File: config.mk
export PLATFORM = sky130hd
export DESIGN_NAME = regfile_arbiter_flat
export DESIGN_NICKNAME = d
export VERILOG_FILES = /design/src/rtl/regfile_arbiter_if.sv /design/src/rtl/regfile_arbiter.sv /design/src/flat_wrapper.sv
export SDC_FILE = /design/constraint.sdc
export NUM_CORES = 1
export LEC_CHECK = 0
export CAP_MARGIN = 30
export CORE_MARGIN = 3
export CORE_UTILIZATION = 47
export DETAILED_ROUTE_END_ITERATION = 6
export PLACE_DENSITY = 0.85
export SLEW_MARGIN = 0
export SYNTH_ARGS = -nofsm -noshare
export SYNTH_HDL_FRONTEND = slang
export SYNTH_SLANG_ARGS = --single-unit
File: constraint.sdc
create_clock -name clk_in -period 8.6 [get_ports clk_in]
set_input_delay 1.72 -clock clk_in [delete_from_list [all_inputs] [get_ports clk_in]]
set_output_delay 1.72 -clock clk_in [all_outputs]
set_load 0.05 [all_outputs]
File: src/rtl/regfile_arbiter_if.sv
// Request/response bundle around the regfile arbiter: issue and commit
// handshakes, issue operand results, and the single regfile port.
// slave = arbiter side, master = requesters + regfile side.
interface regfile_arbiter_if #(
   parameter int REG_ID_BIT    = 5,
   parameter int ROB_WIDTH_BIT = 4
);
   // issue requester
   logic                     issue_valid;
   logic                     issue_ready;
   logic [REG_ID_BIT-1:0]    issue_rs1;
   logic [REG_ID_BIT-1:0]    issue_rs2;
   logic [REG_ID_BIT-1:0]    issue_rd;
   logic                     issue_rd_en;
   logic [ROB_WIDTH_BIT-1:0] issue_rob_id;
   logic                     issue_done;
   logic                     op1_busy;
   logic                     op2_busy;
   logic [31:0]              op1_value;
   logic [31:0]              op2_value;
   logic [ROB_WIDTH_BIT-1:0] op1_rob;
   logic [ROB_WIDTH_BIT-1:0] op2_rob;
   // commit requester
   logic                     commit_valid;
   logic                     commit_ready;
   logic [REG_ID_BIT-1:0]    commit_rd;
   logic [31:0]              commit_value;
   logic [ROB_WIDTH_BIT-1:0] commit_rob_id;
   logic                     commit_done;
   // regfile port
   logic [REG_ID_BIT-1:0]    rf_reg_id;
   logic                     rf_row;
   logic                     rf_in_rob;
   logic [31:0]              rf_value;
   logic [ROB_WIDTH_BIT-1:0] rf_rob_id;
   logic                     rf_is_busy;
   logic [31:0]              rf_out_value;
   logic [ROB_WIDTH_BIT-1:0] rf_reorder;

   modport slave (
      input  issue_valid, issue_rs1, issue_rs2, issue_rd, issue_rd_en, issue_rob_id,
      input  commit_valid, commit_rd, commit_value, commit_rob_id,
      input  rf_is_busy, rf_out_value, rf_reorder,
      output issue_ready, issue_done, op1_busy, op2_busy, op1_value, op2_value, op1_rob, op2_rob,
      output commit_ready, commit_done,
      output rf_reg_id, rf_row, rf_in_rob, rf_value, rf_rob_id
   );

   modport master (
      output issue_valid, issue_rs1, issue_rs2, issue_rd, issue_rd_en, issue_rob_id,
      output commit_valid, commit_rd, commit_value, commit_rob_id,
      output rf_is_busy, rf_out_value, rf_reorder,
      input  issue_ready, issue_done, op1_busy, op2_busy, op1_value, op2_value, op1_rob, op2_rob,
      input  commit_ready, commit_done,
      input  rf_reg_id, rf_row, rf_in_rob, rf_value, rf_rob_id
   );
endinterface

File: src/rtl/regfile_arbiter.sv
// Sequences the single-port register file between issue (read rs1, read rs2,
// rename rd) and commit (write value, re-rename if a newer producer exists).
// Owns the regfile port; every sequence is atomic and starts from IDLE.
module regfile_arbiter #(
   parameter int REG_ID_BIT    = 5,
   parameter int ROB_WIDTH_BIT = 4
) (
   input  logic             clk_in,
   input  logic             rst_in,
   input  logic             rdy_in,
   regfile_arbiter_if.slave bus
);
   typedef enum logic [2:0] {IDLE, I_RS2, I_REN, C_CHK, C_RETAG} state_t;
   state_t state, state_nxt;

   logic                     last_commit;   // most recent grant went to commit
   logic [REG_ID_BIT-1:0]    rs1_q, rs2_q, rd_q, c_rd_q;
   logic                     rd_en_q;
   logic [ROB_WIDTH_BIT-1:0] rob_q, c_rob_q, retag_q;
   logic [31:0]              c_val_q;
   logic                     op1_busy_q;     // op1 held while rs2 is read
   logic [31:0]              op1_val_q;
   logic [ROB_WIDTH_BIT-1:0] op1_rob_q;
   logic                     o1_busy, o2_busy, issue_done_q, commit_done_q;
   logic [31:0]              o1_val, o2_val;
   logic [ROB_WIDTH_BIT-1:0] o1_rob, o2_rob;
   logic                     idle_go, grant_issue, grant_commit, retag_hit;

   // Round-robin: on a tie the requester served last yields.
   assign idle_go          = (state == IDLE) && rdy_in;
   assign bus.issue_ready  = idle_go && !(bus.commit_valid && !last_commit);
   assign bus.commit_ready = idle_go && !(bus.issue_valid && last_commit);
   assign grant_issue      = bus.issue_valid && bus.issue_ready;
   assign grant_commit     = bus.commit_valid && bus.commit_ready;
   // A newer rename of rd is in flight: the commit write must not drop it.
   assign retag_hit        = bus.rf_is_busy && (bus.rf_reorder != c_rob_q);

   assign bus.issue_done  = issue_done_q;
   assign bus.commit_done = commit_done_q;
   assign bus.op1_busy    = o1_busy;
   assign bus.op1_value   = o1_val;
   assign bus.op1_rob     = o1_rob;
   assign bus.op2_busy    = o2_busy;
   assign bus.op2_value   = o2_val;
   assign bus.op2_rob     = o2_rob;

   // State register; a paused cycle holds the sequence in place.
   always_ff @(posedge clk_in or posedge rst_in) begin
      if (rst_in)      state <= IDLE;
      else if (rdy_in) state <= state_nxt;
   end

   // Next state and regfile port; idle port is a harmless read of x0.
   always_comb begin
      state_nxt     = state;
      bus.rf_reg_id = '0;
      bus.rf_row    = 1'b1;
      bus.rf_in_rob = 1'b0;
      bus.rf_value  = '0;
      bus.rf_rob_id = '0;
      case (state)
         IDLE: begin
            if (grant_issue) begin
               bus.rf_reg_id = bus.issue_rs1;
               state_nxt     = I_RS2;
            end else if (grant_commit && (bus.commit_rd != '0)) begin
               bus.rf_reg_id = bus.commit_rd;
               state_nxt     = C_CHK;
            end
         end
         I_RS2: begin
            bus.rf_reg_id = rs2_q;
            state_nxt     = I_REN;
         end
         I_REN: begin
            if (rd_en_q && (rd_q != '0)) begin
               bus.rf_row    = 1'b0;
               bus.rf_reg_id = rd_q;
               bus.rf_in_rob = 1'b1;
               bus.rf_rob_id = rob_q;
            end
            state_nxt = IDLE;
         end
         C_CHK: begin
            bus.rf_row    = 1'b0;
            bus.rf_reg_id = c_rd_q;
            bus.rf_value  = c_val_q;
            bus.rf_rob_id = c_rob_q;
            state_nxt     = retag_hit ? C_RETAG : IDLE;
         end
         C_RETAG: begin
            // keep the committed value but restore the newer producer tag
            bus.rf_row    = 1'b0;
            bus.rf_reg_id = c_rd_q;
            bus.rf_in_rob = 1'b1;
            bus.rf_value  = c_val_q;
            bus.rf_rob_id = retag_q;
            state_nxt     = IDLE;
         end
         default: state_nxt = IDLE;
      endcase
   end

   // Request latches, operand capture and done pulses.
   always_ff @(posedge clk_in or posedge rst_in) begin
      if (rst_in) begin
         last_commit   <= 1'b0;
         rs1_q         <= '0;
         rs2_q         <= '0;
         rd_q          <= '0;
         rd_en_q       <= 1'b0;
         rob_q         <= '0;
         c_rd_q        <= '0;
         c_val_q       <= '0;
         c_rob_q       <= '0;
         retag_q       <= '0;
         op1_busy_q    <= 1'b0;
         op1_val_q     <= '0;
         op1_rob_q     <= '0;
         o1_busy       <= 1'b0;
         o1_val        <= '0;
         o1_rob        <= '0;
         o2_busy       <= 1'b0;
         o2_val        <= '0;
         o2_rob        <= '0;
         issue_done_q  <= 1'b0;
         commit_done_q <= 1'b0;
      end else begin
         issue_done_q  <= 1'b0;
         commit_done_q <= 1'b0;
         if (rdy_in) begin
            if (grant_issue) begin
               rs1_q       <= bus.issue_rs1;
               rs2_q       <= bus.issue_rs2;
               rd_q        <= bus.issue_rd;
               rd_en_q     <= bus.issue_rd_en;
               rob_q       <= bus.issue_rob_id;
               last_commit <= 1'b0;
            end
            if (grant_commit) begin
               c_rd_q        <= bus.commit_rd;
               c_val_q       <= bus.commit_value;
               c_rob_q       <= bus.commit_rob_id;
               last_commit   <= 1'b1;
               commit_done_q <= (bus.commit_rd == '0);   // x0: nothing to write
            end
            case (state)
               I_RS2: begin
                  op1_busy_q <= (rs1_q != '0) && bus.rf_is_busy;
                  op1_val_q  <= (rs1_q != '0) ? bus.rf_out_value : 32'd0;
                  op1_rob_q  <= (rs1_q != '0) ? bus.rf_reorder : '0;
               end
               I_REN: begin
                  o1_busy      <= op1_busy_q;
                  o1_val       <= op1_val_q;
                  o1_rob       <= op1_rob_q;
                  o2_busy      <= (rs2_q != '0) && bus.rf_is_busy;
                  o2_val       <= (rs2_q != '0) ? bus.rf_out_value : 32'd0;
                  o2_rob       <= (rs2_q != '0) ? bus.rf_reorder : '0;
                  issue_done_q <= 1'b1;
               end
               C_CHK: begin
                  if (retag_hit) retag_q       <= bus.rf_reorder;
                  else           commit_done_q <= 1'b1;
               end
               C_RETAG: commit_done_q <= 1'b1;
               default: ;
            endcase
         end
      end
   end
endmodule

File: src/flat_wrapper.sv
// flat-port wrapper written by rule: the top's interface ports become plain ports
module regfile_arbiter_flat 
#(
   parameter int REG_ID_BIT    = 5,
   parameter int ROB_WIDTH_BIT = 4
)
  (clk_in, rst_in, rdy_in, bus_issue_valid, bus_issue_rs1, bus_issue_rs2, bus_issue_rd, bus_issue_rd_en, bus_issue_rob_id, bus_commit_valid, bus_commit_rd, bus_commit_value, bus_commit_rob_id, bus_rf_is_busy, bus_rf_out_value, bus_rf_reorder, bus_issue_ready, bus_issue_done, bus_op1_busy, bus_op2_busy, bus_op1_value, bus_op2_value, bus_op1_rob, bus_op2_rob, bus_commit_ready, bus_commit_done, bus_rf_reg_id, bus_rf_row, bus_rf_in_rob, bus_rf_value, bus_rf_rob_id);
  regfile_arbiter_if #(.REG_ID_BIT(REG_ID_BIT), .ROB_WIDTH_BIT(ROB_WIDTH_BIT)) bus_i ();
  input  logic clk_in;
  input  logic rst_in;
  input  logic rdy_in;
  input wire logic [$bits(bus_i.issue_valid)-1:0] bus_issue_valid;
  input wire logic [$bits(bus_i.issue_rs1)-1:0] bus_issue_rs1;
  input wire logic [$bits(bus_i.issue_rs2)-1:0] bus_issue_rs2;
  input wire logic [$bits(bus_i.issue_rd)-1:0] bus_issue_rd;
  input wire logic [$bits(bus_i.issue_rd_en)-1:0] bus_issue_rd_en;
  input wire logic [$bits(bus_i.issue_rob_id)-1:0] bus_issue_rob_id;
  input wire logic [$bits(bus_i.commit_valid)-1:0] bus_commit_valid;
  input wire logic [$bits(bus_i.commit_rd)-1:0] bus_commit_rd;
  input wire logic [$bits(bus_i.commit_value)-1:0] bus_commit_value;
  input wire logic [$bits(bus_i.commit_rob_id)-1:0] bus_commit_rob_id;
  input wire logic [$bits(bus_i.rf_is_busy)-1:0] bus_rf_is_busy;
  input wire logic [$bits(bus_i.rf_out_value)-1:0] bus_rf_out_value;
  input wire logic [$bits(bus_i.rf_reorder)-1:0] bus_rf_reorder;
  output wire logic [$bits(bus_i.issue_ready)-1:0] bus_issue_ready;
  output wire logic [$bits(bus_i.issue_done)-1:0] bus_issue_done;
  output wire logic [$bits(bus_i.op1_busy)-1:0] bus_op1_busy;
  output wire logic [$bits(bus_i.op2_busy)-1:0] bus_op2_busy;
  output wire logic [$bits(bus_i.op1_value)-1:0] bus_op1_value;
  output wire logic [$bits(bus_i.op2_value)-1:0] bus_op2_value;
  output wire logic [$bits(bus_i.op1_rob)-1:0] bus_op1_rob;
  output wire logic [$bits(bus_i.op2_rob)-1:0] bus_op2_rob;
  output wire logic [$bits(bus_i.commit_ready)-1:0] bus_commit_ready;
  output wire logic [$bits(bus_i.commit_done)-1:0] bus_commit_done;
  output wire logic [$bits(bus_i.rf_reg_id)-1:0] bus_rf_reg_id;
  output wire logic [$bits(bus_i.rf_row)-1:0] bus_rf_row;
  output wire logic [$bits(bus_i.rf_in_rob)-1:0] bus_rf_in_rob;
  output wire logic [$bits(bus_i.rf_value)-1:0] bus_rf_value;
  output wire logic [$bits(bus_i.rf_rob_id)-1:0] bus_rf_rob_id;
  assign bus_i.issue_valid = bus_issue_valid;
  assign bus_i.issue_rs1 = bus_issue_rs1;
  assign bus_i.issue_rs2 = bus_issue_rs2;
  assign bus_i.issue_rd = bus_issue_rd;
  assign bus_i.issue_rd_en = bus_issue_rd_en;
  assign bus_i.issue_rob_id = bus_issue_rob_id;
  assign bus_i.commit_valid = bus_commit_valid;
  assign bus_i.commit_rd = bus_commit_rd;
  assign bus_i.commit_value = bus_commit_value;
  assign bus_i.commit_rob_id = bus_commit_rob_id;
  assign bus_i.rf_is_busy = bus_rf_is_busy;
  assign bus_i.rf_out_value = bus_rf_out_value;
  assign bus_i.rf_reorder = bus_rf_reorder;
  assign bus_issue_ready = bus_i.issue_ready;
  assign bus_issue_done = bus_i.issue_done;
  assign bus_op1_busy = bus_i.op1_busy;
  assign bus_op2_busy = bus_i.op2_busy;
  assign bus_op1_value = bus_i.op1_value;
  assign bus_op2_value = bus_i.op2_value;
  assign bus_op1_rob = bus_i.op1_rob;
  assign bus_op2_rob = bus_i.op2_rob;
  assign bus_commit_ready = bus_i.commit_ready;
  assign bus_commit_done = bus_i.commit_done;
  assign bus_rf_reg_id = bus_i.rf_reg_id;
  assign bus_rf_row = bus_i.rf_row;
  assign bus_rf_in_rob = bus_i.rf_in_rob;
  assign bus_rf_value = bus_i.rf_value;
  assign bus_rf_rob_id = bus_i.rf_rob_id;
  regfile_arbiter #(.REG_ID_BIT(REG_ID_BIT), .ROB_WIDTH_BIT(ROB_WIDTH_BIT)) u_core (.clk_in(clk_in), .rst_in(rst_in), .rdy_in(rdy_in), .bus(bus_i));
endmodule
==> summary.txt <==
Run status
  – Run status: finished, final reports clean

Timing
  – Fmax: approximately 160 MHz
  – Clock skew: 9.61 ps
  – Finish-stage setup viols: 0
  – Tmin final: 6260 ps
  – Slew HR: 39.0%
  – Worst Tran Pin Value: 914 ps
  – Final TNS setup: 0 ps
  – RSZ-0062 raised after global routing: no
  – Final Cycle Share: between 70% and 80%
  – Final hold viol count: 0
  – Slew Limit Fails: 0

Setup path
  – CP arrival: between 4000 and 5000 ps
  – Crit path max fanout: 21
  – Worst setup SP type: input port
  – CP Capture Type: output port
  – Required @ worst endpoint: 6880 ps
  – Crit Path Category: input port to output port

Die
  – Die Wd: 130 um
  – Die Footprint: 0.0169 mm^2
  – Die height: 130 um
  – Row cnt: 44
  – Core area: approximately 0.015 mm^2
  – Starting Density: 48.9%
  – I/O Pins: 224

Clocking
  – Root Buffer: clkbuf_16
  – CTS resizes: 0
  – CTS tree: yes
  – CTS Sinks: 182
  – Worst-case clock buffer depth: 2
  – Number of H-tree levels: 4
  – Postcts setup bufs: 0
  – Hold_buf cts: 0
  – Total CTS buffers: 17
  – Clock latency on the worst-skew pair: 420 ps
  – Clk pin slew, worst setup/hold paths: 70 ps

Placed design
  – I/O Buffers: 223
  – RePlAce Congestion: approximately 0.85
  – Hpwl dp: 12300 um

Synthesis
  – Syn_area_per_cell: 11.7 um^2
  – Syn Std Cell Area: 0.00721 mm^2
  – Area share of the largest cell type after synthesis: a little over three fifths
  – Distinct cells, synth: 35
  – Synth top area cells: dfrtp_1, nand2_1, a22o_1
  – Synth Register Bits: 182
  – Syn nets: 719
  – Dominant cell type by area after synthesis: dfrtp_1
  – Post-Synthesis Cells: 616
  – Sequential-to-total area share from yosys stat: between 60% and 70%
  – Number of synthesis warnings: 0

Final layout
  – N_diodes: 0
  – Nets@finish: between 900 and 1000
  – FF+latch area: 0.00455 mm^2
  – # fillers: 1015
  – Area of the multi-input gates: 0.00244 mm^2
  – Share of cells above drive strength 1: approximately a tenth
  – Area Overhead vs Synth: 42.4%

Detailed routing
  – Iter 0 DRT Violations: between 300 and 400
  – DR vias: ~5500
  – Routed WL per cell: 17.7 um
  – Vias per cell: about 5.4
  – DRT Pass-1 Iters: 5
  – Remaining antenna violation count: 0
  – Drt drc: 0
  – WL final: 18200 um

Global routing
  – Total global routing track utilization: 22.0%
  – Largest net degree at the start of global routing: 101
  – Vias in the first global route: 5586
  – Initial antenna violation count: 0
  – Gr ovfl total: 0
  – First-pass GRT wire length: 29100 um

Power
  – Max IR drop VDD: 254 uV
  – Pwr dens: 410 mW/mm^2
  – Leakage Power: 4.79 nW
  – Tot Pwr: 4.21 mW

Run
  – Max-cap viol count: 0

Hold path
  – Worst hold path type: register to register
==> cells in the mapped netlist, drive strengths merged <==
library cell,count
nand3,9
a31o,1
a22o,74
a21oi,2
and2b,1
a222oi,9
xnor2,4
buf,29
nand2,184
clkbuf,9
nor4b,1
and3b,1
and4bb,1
or4,2
and2,34
dfrtp,182
a221oi,1
and3,2
nor4,1
nand3b,2
or2,2
mux2,41
nand4,2
nor3,2
o21ai,3
nor2,4
o21a,1
nand2b,2
inv,8
nor3b,2
==> power breakdown <==
part / internal [mW] / switching, mW
registers: 1.23 / 0.224
clock network: 0.528 / 0.332
logic: 0.721 / 1.17
==> stage by stage <==
stage	hold slack [ps]	cells	setup WS, ps	utilization, %	instance area (um^2)
floorplan	437	616	1940	-	7210
global placement	448	990	2470	64.6	9530
detailed placement	454	993	2390	65.1	9610
CTS	471	1025	2370	69.6	10300
global route	499	1025	2180	69.6	10300
finish	466	1025	2340	69.6	10300
==> layout by cell type, fill, tap and decap left out, types with 7 or more instances in the layout <==
master,instances
dfrtp_1,182
nand2_1,184
a22o_1,74
clkdlybuf4s50_1,223
clkbuf_16,17
a222oi_1,9
inv_1,7
nand3_1,9
and2_1,34
mux2_2,41
==> per-layer routing <==
| layer | share of wire [%] | vias to the layer above | track usage, % | wire length, um |
|---|---|---|---|---|
| li1 | - | 2536 | - | - |
| met1 | 42 | 2696 | 28.2 | 7700 |
| met2 | 46 | 232 | 34.2 | 8350 |
| met3 | 11 | 20 | 10.3 | 1940 |
| met4 | 1.0 | 0 | 5.50 | 190 |
| met5 | 0 | - | 0 | 0 |
==> kinds of logic (layout without fill, tap and decap cells) <==
family,after synthesis,after routing,synth area share (%)
AOI/OAI and AO/OA,91,91,11.0
xor gates and xnor gates,4,4,0.486
buffers and inverters,46,271,3.14
DFF,182,182,63.2
muxes,41,41,6.41
and+or+nand+nor,252,252,15.7
==> worst max-delay path, cell delays in order <==
cell	delay, ps
clkdlybuf4s50_1	590
nor4b_4	400
and3_1	710
nand2_1	170
nand3_1	120
clkdlybuf4s50_1	820
==> final timing paths <==
| kind | startpoint | to | slack (ps) | cells after the start |
|---|---|---|---|---|
| setup reg to reg | u_core.state[0]$_DFFE_PP0P_ | u_core.state[1]$_DFFE_PP0P_ | 6340 | 5 |
| hold / removal | u_core.c_val_q[7]$_DFFE_PP0P_ | u_core.c_val_q[7]$_DFFE_PP0P_ | 470 | 2 |
| max in group asynchronous | rst_in | u_core.op1_val_q[9]$_DFFE_PP0P_ | 5590 | 4 |
| min in group asynchronous | rst_in | u_core.bus.op2_rob[2]$_DFFE_PP0P_ | 1840 | 2 |
| setup / recovery | rdy_in | bus_rf_reg_id[2] | 2340 | 6 |
| hold reg to reg | u_core.c_val_q[7]$_DFFE_PP0P_ | u_core.c_val_q[7]$_DFFE_PP0P_ | 470 | 2 |
==> area by class of cell <==
cell class	count	area share [%]
Timing Repair Buffer	231	22.8
Tap cell	184	2.24
Sequential cell	182	44.4
Clock inverter	13	2.10
Clock buffer	19	4.31
Multi-Input combinational cell	388	23.8
Inverter	8	0.341
==> sequential cells by signal, indices dropped and copies added, names as in the netlist, 3 cells and up <==
| signal | count |
|---|---|
| u_core.rob_q | 4 |
| u_core.rd_q | 5 |
| u_core.op1_val_q | 32 |
| u_core.bus.op2_rob | 4 |
| u_core.retag_q | 4 |
| u_core.c_val_q | 32 |
| u_core.op1_rob_q | 4 |
| u_core.rs1_q | 5 |
| u_core.c_rd_q | 5 |
| u_core.rs2_q | 5 |
| u_core.bus.op1_rob | 4 |
| u_core.bus.op2_value | 32 |
| u_core.state | 3 |
| u_core.c_rob_q | 4 |
| u_core.bus.op1_value | 32 |
No activity file was read; power rests on OpenSTA's default activity.
